<file path="src/rtl/edf_pkg.sv">
// Shared EDF definitions: claim FSM state type and the wrap-aware deadline compare
// used by both the claim block and the controller's queue.
package edf_pkg;

    typedef enum logic [1:0] {
        ST_IDLE  = 2'd0,
        ST_OFFER = 2'd1,
        ST_CLEAR = 2'd2
    } claim_state_e;

    localparam int unsigned DlMaxW = 64;

    // a is earlier than b when the MSB of (a - b) mod 2^w is set; equal is not earlier.
    function automatic logic dl_earlier(input logic [DlMaxW-1:0] a,
                                        input logic [DlMaxW-1:0] b,
                                        input int unsigned       w);
        logic [DlMaxW-1:0] diff;
        diff = a - b;
        return diff[6'(w - 1)];
    endfunction

endpackage

</file>
<file path="src/rtl/edf_nest_stack.sv">
// In-service nesting stack of {id, deadline}; a simultaneous pop and push replaces
// the top entry so the depth is unchanged.
module edf_nest_stack #(
    parameter int unsigned IdWidth   = 1,
    parameter int unsigned DlWidth   = 16,
    parameter int unsigned NestDepth = 4,
    parameter int unsigned DepthW    = 3
) (
    input  logic               clk_i,
    input  logic               rst_i,
    input  logic               push_i,
    input  logic               pop_i,
    input  logic [IdWidth-1:0] push_id_i,
    input  logic [DlWidth-1:0] push_dl_i,
    output logic [IdWidth-1:0] top_id_o,
    output logic [DlWidth-1:0] top_dl_o,
    output logic [DepthW-1:0]  depth_o
);

    logic [IdWidth-1:0] id_q [NestDepth];
    logic [DlWidth-1:0] dl_q [NestDepth];
    logic [DepthW-1:0]  depth_q, depth_d;
    logic [DepthW-1:0]  wr_idx;
    logic               wr_en;
    logic               pop_ok;

    assign pop_ok = pop_i && (depth_q != '0);

    always_comb begin
        depth_d = depth_q;
        wr_en   = 1'b0;
        wr_idx  = depth_q;
        if (pop_ok && push_i) begin
            wr_en  = 1'b1;
            wr_idx = depth_q - DepthW'(1);
        end else if (pop_ok) begin
            depth_d = depth_q - DepthW'(1);
        end else if (push_i && (depth_q < DepthW'(NestDepth))) begin
            wr_en   = 1'b1;
            depth_d = depth_q + DepthW'(1);
        end
    end

    always_ff @(posedge clk_i) begin
        if (rst_i) begin
            depth_q <= '0;
            for (int i = 0; i < NestDepth; i++) begin
                id_q[i] <= '0;
                dl_q[i] <= '0;
            end
        end else begin
            depth_q <= depth_d;
            for (int i = 0; i < NestDepth; i++) begin
                if (wr_en && (wr_idx == DepthW'(i))) begin
                    id_q[i] <= push_id_i;
                    dl_q[i] <= push_dl_i;
                end
            end
        end
    end

    // Top-of-stack read; zero when empty.
    always_comb begin
        top_id_o = '0;
        top_dl_o = '0;
        for (int i = 0; i < NestDepth; i++) begin
            if (depth_q == DepthW'(i + 1)) begin
                top_id_o = id_q[i];
                top_dl_o = dl_q[i];
            end
        end
    end

    assign depth_o = depth_q;

endmodule

</file>
<file path="src/rtl/edf_irq_claim.sv">
// EDF interrupt offer/claim handshake: offers the controller's winning candidate to the
// core when it preempts the innermost in-service handler, and tracks handler nesting.
module edf_irq_claim
    import edf_pkg::*;
#(
    parameter  int unsigned NrParIrqs = 2,
    parameter  int unsigned DlWidth   = 16,
    parameter  int unsigned NestDepth = 4,
    localparam int unsigned IdWidth   = $clog2(NrParIrqs),
    localparam int unsigned DepthW    = $clog2(NestDepth + 1)
) (
    input  logic               clk_i,
    input  logic               rst_i,
    input  logic               cand_valid_i,
    input  logic [IdWidth-1:0] cand_id_i,
    input  logic [DlWidth-1:0] cand_dl_i,
    output logic               irq_req_o,
    output logic [IdWidth-1:0] irq_req_id_o,
    input  logic               irq_claim_i,
    input  logic               irq_done_i,
    output logic               clear_o,
    output logic [IdWidth-1:0] clear_id_o,
    output logic               cur_valid_o,
    output logic [IdWidth-1:0] cur_id_o,
    output logic [DepthW-1:0]  depth_o,
    output logic               err_o
);

    claim_state_e       state_q, state_d;
    logic [IdWidth-1:0] offer_id_q, offer_id_d;
    logic [DlWidth-1:0] offer_dl_q, offer_dl_d;
    logic               err_q, err_d;

    logic               push, pop;
    logic [IdWidth-1:0] top_id;
    logic [DlWidth-1:0] top_dl;
    logic [DepthW-1:0]  depth;
    logic               eligible;

    assign eligible = (depth == '0) ||
                      ((depth < DepthW'(NestDepth)) &&
                       dl_earlier(DlMaxW'(cand_dl_i), DlMaxW'(top_dl), DlWidth));

    assign pop  = irq_done_i && (depth != '0);
    assign push = (state_q == ST_OFFER) && irq_claim_i;

    always_comb begin
        state_d    = state_q;
        offer_id_d = offer_id_q;
        offer_dl_d = offer_dl_q;
        err_d      = (irq_claim_i && (state_q != ST_OFFER)) ||
                     (irq_done_i && (depth == '0));
        unique case (state_q)
            ST_IDLE: begin
                if (cand_valid_i && eligible) begin
                    state_d    = ST_OFFER;
                    offer_id_d = cand_id_i;
                    offer_dl_d = cand_dl_i;
                end
            end
            // Once offered, only a missing candidate withdraws it; a claim always wins.
            ST_OFFER: begin
                if (irq_claim_i) begin
                    state_d = ST_CLEAR;
                end else if (!cand_valid_i) begin
                    state_d = ST_IDLE;
                end
            end
            ST_CLEAR: state_d = ST_IDLE;
            default:  state_d = ST_IDLE;
        endcase
    end

    always_ff @(posedge clk_i) begin
        if (rst_i) begin
            state_q    <= ST_IDLE;
            offer_id_q <= '0;
            offer_dl_q <= '0;
            err_q      <= 1'b0;
        end else begin
            state_q    <= state_d;
            offer_id_q <= offer_id_d;
            offer_dl_q <= offer_dl_d;
            err_q      <= err_d;
        end
    end

    edf_nest_stack #(
        .IdWidth  (IdWidth),
        .DlWidth  (DlWidth),
        .NestDepth(NestDepth),
        .DepthW   (DepthW)
    ) u_stack (
        .clk_i    (clk_i),
        .rst_i    (rst_i),
        .push_i   (push),
        .pop_i    (pop),
        .push_id_i(offer_id_q),
        .push_dl_i(offer_dl_q),
        .top_id_o (top_id),
        .top_dl_o (top_dl),
        .depth_o  (depth)
    );

    assign irq_req_o    = (state_q == ST_OFFER);
    assign irq_req_id_o = irq_req_o ? offer_id_q : '0;
    assign clear_o      = (state_q == ST_CLEAR);
    assign clear_id_o   = clear_o ? offer_id_q : '0;
    assign cur_valid_o  = (depth != '0);
    assign cur_id_o     = top_id;
    assign depth_o      = depth;
    assign err_o        = err_q;

endmodule

</file>
<file path="config.mk">
export PLATFORM = sky130hd
export DESIGN_NAME = edf_irq_claim
export DESIGN_NICKNAME = d
export VERILOG_FILES = /design/src/rtl/edf_pkg.sv /design/src/rtl/edf_nest_stack.sv /design/src/rtl/edf_irq_claim.sv
export SDC_FILE = /design/constraint.sdc
export NUM_CORES = 1
export LEC_CHECK = 0
export ABC_CLOCK_PERIOD_IN_PS = 8000
export CORE_AREA = 5 5 103 105
export CTS_BUF_LIST = sky130_fd_sc_hd__clkbuf_4 sky130_fd_sc_hd__clkbuf_8
export CTS_CLUSTER_DIAMETER = 40
export DETAILED_ROUTE_END_ITERATION = 8
export DIE_AREA = 0 0 108 110
export PLACE_DENSITY = 0.68
export SETUP_SLACK_MARGIN = 0.5
export SLEW_MARGIN = 25
export SYNTH_ARGS = -nofsm -noshare
export SYNTH_HDL_FRONTEND = slang
export SYNTH_SLANG_ARGS = --single-unit
</file>
<file path="constraint.sdc">
create_clock -name clk_i -period 8 [get_ports clk_i]
set_input_delay 0.8 -clock clk_i [delete_from_list [all_inputs] [get_ports clk_i]]
set_output_delay 0.8 -clock clk_i [all_outputs]
set_load 0.02 [all_outputs]
</file>
After elaboration in Yosys (flattened, before gate mapping)
Memories as Yosys holds them, arrays and structs flattened.
Index checks and enable logic that the tools add are counted.

word-level totals
  register bits after elaboration = 23
  bits in writable memories = 68
  input port bits = 22
  output and inout port bits = 10
  logic and storage cells = 97
  memories = 2

memories
  name          depth  width  read ports  clocked after Yosys merged registers in  wr ports  line                  text
  u_stack.dl_q  4      16     4           0                                        4         edf_nest_stack.sv:21  logic [DlWidth-1:0] dl_q [NestDepth];
  u_stack.id_q  4      1      4           0                                        4         edf_nest_stack.sv:20  logic [IdWidth-1:0] id_q [NestDepth];

cells by class
  add/subtract/negate cells = 3
  order comparisons = 1
  eq/ne operators = 12
  multiplexer cells = 42
  bitwise logic cells = 9
  reduce and logical (&&, ||, !) cells = 23

operators by type and width
  operator               number
  $mux W16               8
  $mux W1                27
  $sub A16 B16 Y16       1
  $logic_and A1 B1 Y1    13
  $eq A3 B2 Y1 const B   4
  $mux W3                3
  $or A1 B1 Y1           8
  $eq A3 B1 Y1 const B   2
  $logic_not A3 Y1       2
  $mux W2                3
  $reduce_and A2 Y1      3
  $pmux W2 S2            1
  $add A3 B1 Y3 const B  1
  $eq A3 B3 Y1 const B   1
  $lt A3 B3 Y1 const B   1
  $ne A3 B2 Y1 const B   1
  $reduce_bool A3 Y1     1
  $sub A3 B1 Y3 const B  1
  $eq A2 B1 Y1 const B   1
  $eq A2 B2 Y1 const B   1
  $logic_not A2 Y1       1
  $logic_or A1 B1 Y1     2
  $ne A2 B1 Y1 const B   1
  $ne A2 B2 Y1 const B   1
  2 further kinds        2

Depth between registers and ports, before layout
  depth after elaboration = 11
  depth in mapped cells = 21
  depth with buffers taken out = 16

Cells and area by module
A second synthesis with hierarchy kept.

unflattened totals
  cell total of the unflattened synthesis = 451
  area, all modules = 4865.9 µm²

modules (own cells, without submodules)
  module          instances  cells each  area an instance (µm²)  seq. area each (µm²)
  edf_nest_stack  1          301         3557.2                  2102.0
  edf_irq_claim   1          150         1308.8                  400.4

Worst setup path after synthesis
Ideal clock, no wire load.

  path kind = register to register
  start point = reg u_stack.depth_q[2] (netlist: u_stack.depth_o[2])
  end point = reg offer_dl_q[0]
  library setup time = 72 ps
  arrival = 3655 ps
  required time = 7928 ps
  slack = 4273 ps
  cell stages (with the launch flop) = 21
  path buffers = 7
  period minus slack after synthesis = 3727 ps
  path through = dfxtp_1 -> buf_6 -> inv_2 -> buf_6 -> clkbuf_1 -> ha_1 -> buf_2 -> clkbuf_1 -> nand2_1 -> o21ai_0 -> a221oi_1 -> ha_1 -> a22o_1 -> o41ai_1 -> nand2_1 -> nor2_2 -> xnor2_1 -> a21boi_1 -> buf_6 -> buf_6 -> mux2i_1

on the way
  longest elaborated chain between the ends = 10
  elaborated cells between the ends (all ways) = 15
  those cells by class = add/sub (1); order compare (1); eq/ne (4); mux (4); reduce/logical (5)

ends and longest elaborated chain
  element                          line                  text
  start, declared                  edf_nest_stack.sv:22  logic [DepthW-1:0] depth_q, depth_d;
  start signal, assigned           edf_nest_stack.sv:52  depth_q <= depth_d;
  $eq A3 B1 Y1                     edf_nest_stack.sv:67  if (depth_q == DepthW'(i + 1)) begin
  $mux W16 (4 in a row)            edf_nest_stack.sv:67
  $sub A16 B16 Y16                 edf_pkg.sv:18         diff = a - b;
  $logic_and A1 B1 Y1              edf_irq_claim.sv:41   ((depth < DepthW'(NestDepth)) &&
  $logic_or A1 B1 Y1 (*)           edf_irq_claim.sv:40   assign eligible = (depth == '0) ||
  $logic_and A1 B1 Y1 (*)          edf_irq_claim.sv:55   if (cand_valid_i && eligible) begin
  $reduce_and A2 Y1 (no line) (*)  n/a
  end signal, assigned             edf_irq_claim.sv:83   offer_dl_q <= offer_dl_d;
  end, declared                    edf_irq_claim.sv:31   logic [DlWidth-1:0] offer_dl_q, offer_dl_d;

Mark *: on every way between the ends. The rest lies on a longest branch, timed or not.
A chain may end at the register's enable or synchronous reset.

Final worst setup path
  start point = reg u_stack.depth_q[0] (netlist: u_stack.depth_o[0])
  end point = reg offer_dl_q[3]

Same word-level chain as after synthesis.

==> metrics <==
minimum clock period=4220 ps; ratio of cells with drive above 1 in the final layout=0.0619; DRT Pass-1 Iters=5; Seq/Total Area, Yosys=0.530; # hold bufs at CTS=0; starting density of the core=0.489; RSZ-0062 raised after global routing=false; global-route wire length before repair=17.5 mm; Leak=0.00192 uW; Total Routed Length=about 11 mm; total track usage=0.196; Yosys reg bits=90; Rows=36; largest net degree at the start of global routing=38; most frequent CP cell=ha_1; Max stage delay cell, worst path=ha_1; CP startpoint kind=flip-flop; GPL Wtd Cong=0.850; XOR/XNOR Fraction of Synth Area=0.00751; Die Y=110 microns; simple-gate share of the synthesized area=0.224; vias in the first global route=between 3,000 and 4,000; Synth-to-Final Area Change=12.3%; Yosys top cell area share=0.431; max_cap viols=0; CTS clk-pin slew, worst paths=90 ps; asr flop ratio synth=0; most area-hungry cell type in the Yosys netlist=edfxtp_1; Top FF cell, synth=edfxtp_1; IO Port Bufs=31; HPWL Detailed=approximately 7 mm; multiplexer share of the synthesized area=0.0343; final setup vio count=0; Worst Path Arrival=4510 ps; CTS max path bufs=2; antenna fix cells=0; crit-path max FO=20; syn_nets=around 510; max-slew violation count=0; Worst Hold Class=flip-flop to flip-flop; Fill cells=853; max_slew headroom=0.378; antenna violations before repair=0; fin crit share=0.527; largest family of logic cells by synthesized area=simple AND/OR/NAND/NOR gates; Antenna Nets Post-Route=0; crit end category=flip-flop; Fin. Hold Viols=0; crit-path cells=inv_1 -> ha_1 -> and2_1 -> a221oi_1 -> ha_1 -> nand2_1 -> nor3_1 -> o21ai_0 -> nor4_2 -> nor2_2 -> xnor2_1 -> a21boi_2 -> buf_4 -> mux2i_1; Critical Path RT=8290 ps; routed vias/inst=5.47; Placeable Area=around 0.0095 sq mm; setup tns final=0 ps; Post-Syn Area=0.00467 sq mm; # DRC=0; critical path class=flip-flop to flip-flop; synthesized instance count=463; total CTS buffers=9; Synth area leaders=edfxtp_1 (43%), dfxtp_1 (9.9%), and2_1 (9.5%); adder-cell area share of the yosys netlist=0.0536; Peak VDD IR=between 0.1 and 0.15 mV; post-synthesis compound-gate area fraction=0.115; clock sink count=90; number of DRC markers in iteration 0=174; TritonCTS clock tree=built; power density cells=266 mW/mm^2; Synth Warn #=0; EDFF count, synth=67; final instance area=0.00524 sq mm; routed len/inst=roughly 17 microns; Avg Inst Size Synth=10.1 sq um; Clock Latency Late Sink=roughly 360 ps; nets=about 520; Resize count post-CTS=0; final hold slack=496 ps; f_max=~0.24 GHz; die area=0.0119 sq mm; status=finished clean; Post-DP Area=0.00505 sq mm; Die Wd=~110 microns; Cell variety after synth=between 40 and 50; clock skew=7.88 ps; Overflow after GRT=0; post-CTS setup buffers=0; Slew @ Worst Pin=a little over 900 ps; I/O Pins=32; vias=3,380; clock root buffer=clkbuf_8; H-tree Lvls=3; CP peak stage delay=700 ps
## metrics by stage
| stage | util | total power [uW] | setup WS (ps) | std cells |
|---|---|---|---|---|
| finish | 0.549 | 1400 | 3780 | 618 |
| global route | 0.549 | 1480 | 3380 | 618 |
| CTS | 0.548 | 1400 | 3800 | 618 |
| detailed placement | 0.529 | 1100 | 3830 | 604 |
| global placement | 0.529 | 1090 | 3940 | 604 |
| floorplan | - | 968 | 4270 | 463 |
## worst paths after layout
check | startpoint | end | slack, ps | depth (start not counted)
max | u_stack.depth_o[0]$_SDFFE_PP0P_ | offer_dl_q[3]$_SDFFE_PP0P_ | 3780 | 14
min | offer_dl_q[12]$_SDFFE_PP0P_ | offer_dl_q[12]$_SDFFE_PP0P_ | 500 | 2
max reg2reg | u_stack.depth_o[0]$_SDFFE_PP0P_ | offer_dl_q[3]$_SDFFE_PP0P_ | 3780 | 14
min reg2reg | offer_dl_q[12]$_SDFFE_PP0P_ | offer_dl_q[12]$_SDFFE_PP0P_ | 500 | 2
## cell usage in the layout, fill, tap and decap left out, types with 9 or more instances in the layout
| master | synthesis | layout |
|---|---|---|
| dfxtp_1 | 23 | 23 |
| clkbuf_8 | 0 | 9 |
| a21oi_1 | 26 | 26 |
| o21ai_0 | 22 | 22 |
| mux2i_1 | 16 | 16 |
| ha_1 | 20 | 19 |
| nand2_1 | 77 | 77 |
| a221oi_1 | 15 | 15 |
| and2_1 | 71 | 71 |
| nor2_1 | 40 | 39 |
| edfxtp_1 | 67 | 67 |
| clkdlybuf4s50_1 | 0 | 31 |
## worst max-delay path, delay by kind of cell (launching register included)
family	cells	cell delay [ps]
AND/OR/NAND/NOR	5	1270
adder cells (fa/ha/maj)	2	1030
buffers and inverters	2	570
AO/OA/AOI/OAI	3	510
flip-flops	1	390
multiplexers	1	230
XOR/XNOR	1	140
## power breakdown
group	switching (uW)	internal, uW
logic	297	187
clock network	156	148
registers	49.8	558
## sequential cells by signal, summed over array words and instances (netlist names)
signal / count
err_o: 1
u_stack.id_q: 4
u_stack.dl_q: 63
u_stack.depth_o: 3
offer_id_q: 1
state_q: 2
offer_dl_q: 16
## cell families (layout without fill, tap and decap cells)
logic type,after synthesis,after routing
buffers and inverters,35,57
and+or+nand+nor,213,213
xor gates and xnor gates,4,4
DFF,90,90
muxes,16,16
adders and majority gates,20,20
AOI/OAI and AO/OA,85,85
## cells in the mapped netlist (6+ instances only)
master    number
a21oi_1       26
and2_1        71
mux2i_1       16
nand2_1       77
nand3_1        7
ha_1          20
dfxtp_1       23
clkbuf_1      20
nor2_1        40
o21ai_0       22
a221oi_1      15
edfxtp_1      67
a31oi_1        6
## area by class of cell
cell class,instances,area (sq um),area share
clock buffers,11,139,0.0265
multi-input cells,338,2040,0.390
well taps,133,166,0.0318
flip-flops and latches,90,2470,0.472
clock inverters,3,42.5,0.00812
repair buffers,36,348,0.0664
inverters,7,26.3,0.00502
## routing by layer
layer	global-route usage	vias to the layer above	routed length, microns
met5	0	-	0
met3	0.0414	11	624
met4	0.0649	0	125
li1	-	1653	-
met2	0.318	96	5000
met1	0.265	1620	4990
No activity file was read; power rests on OpenSTA's default activity.
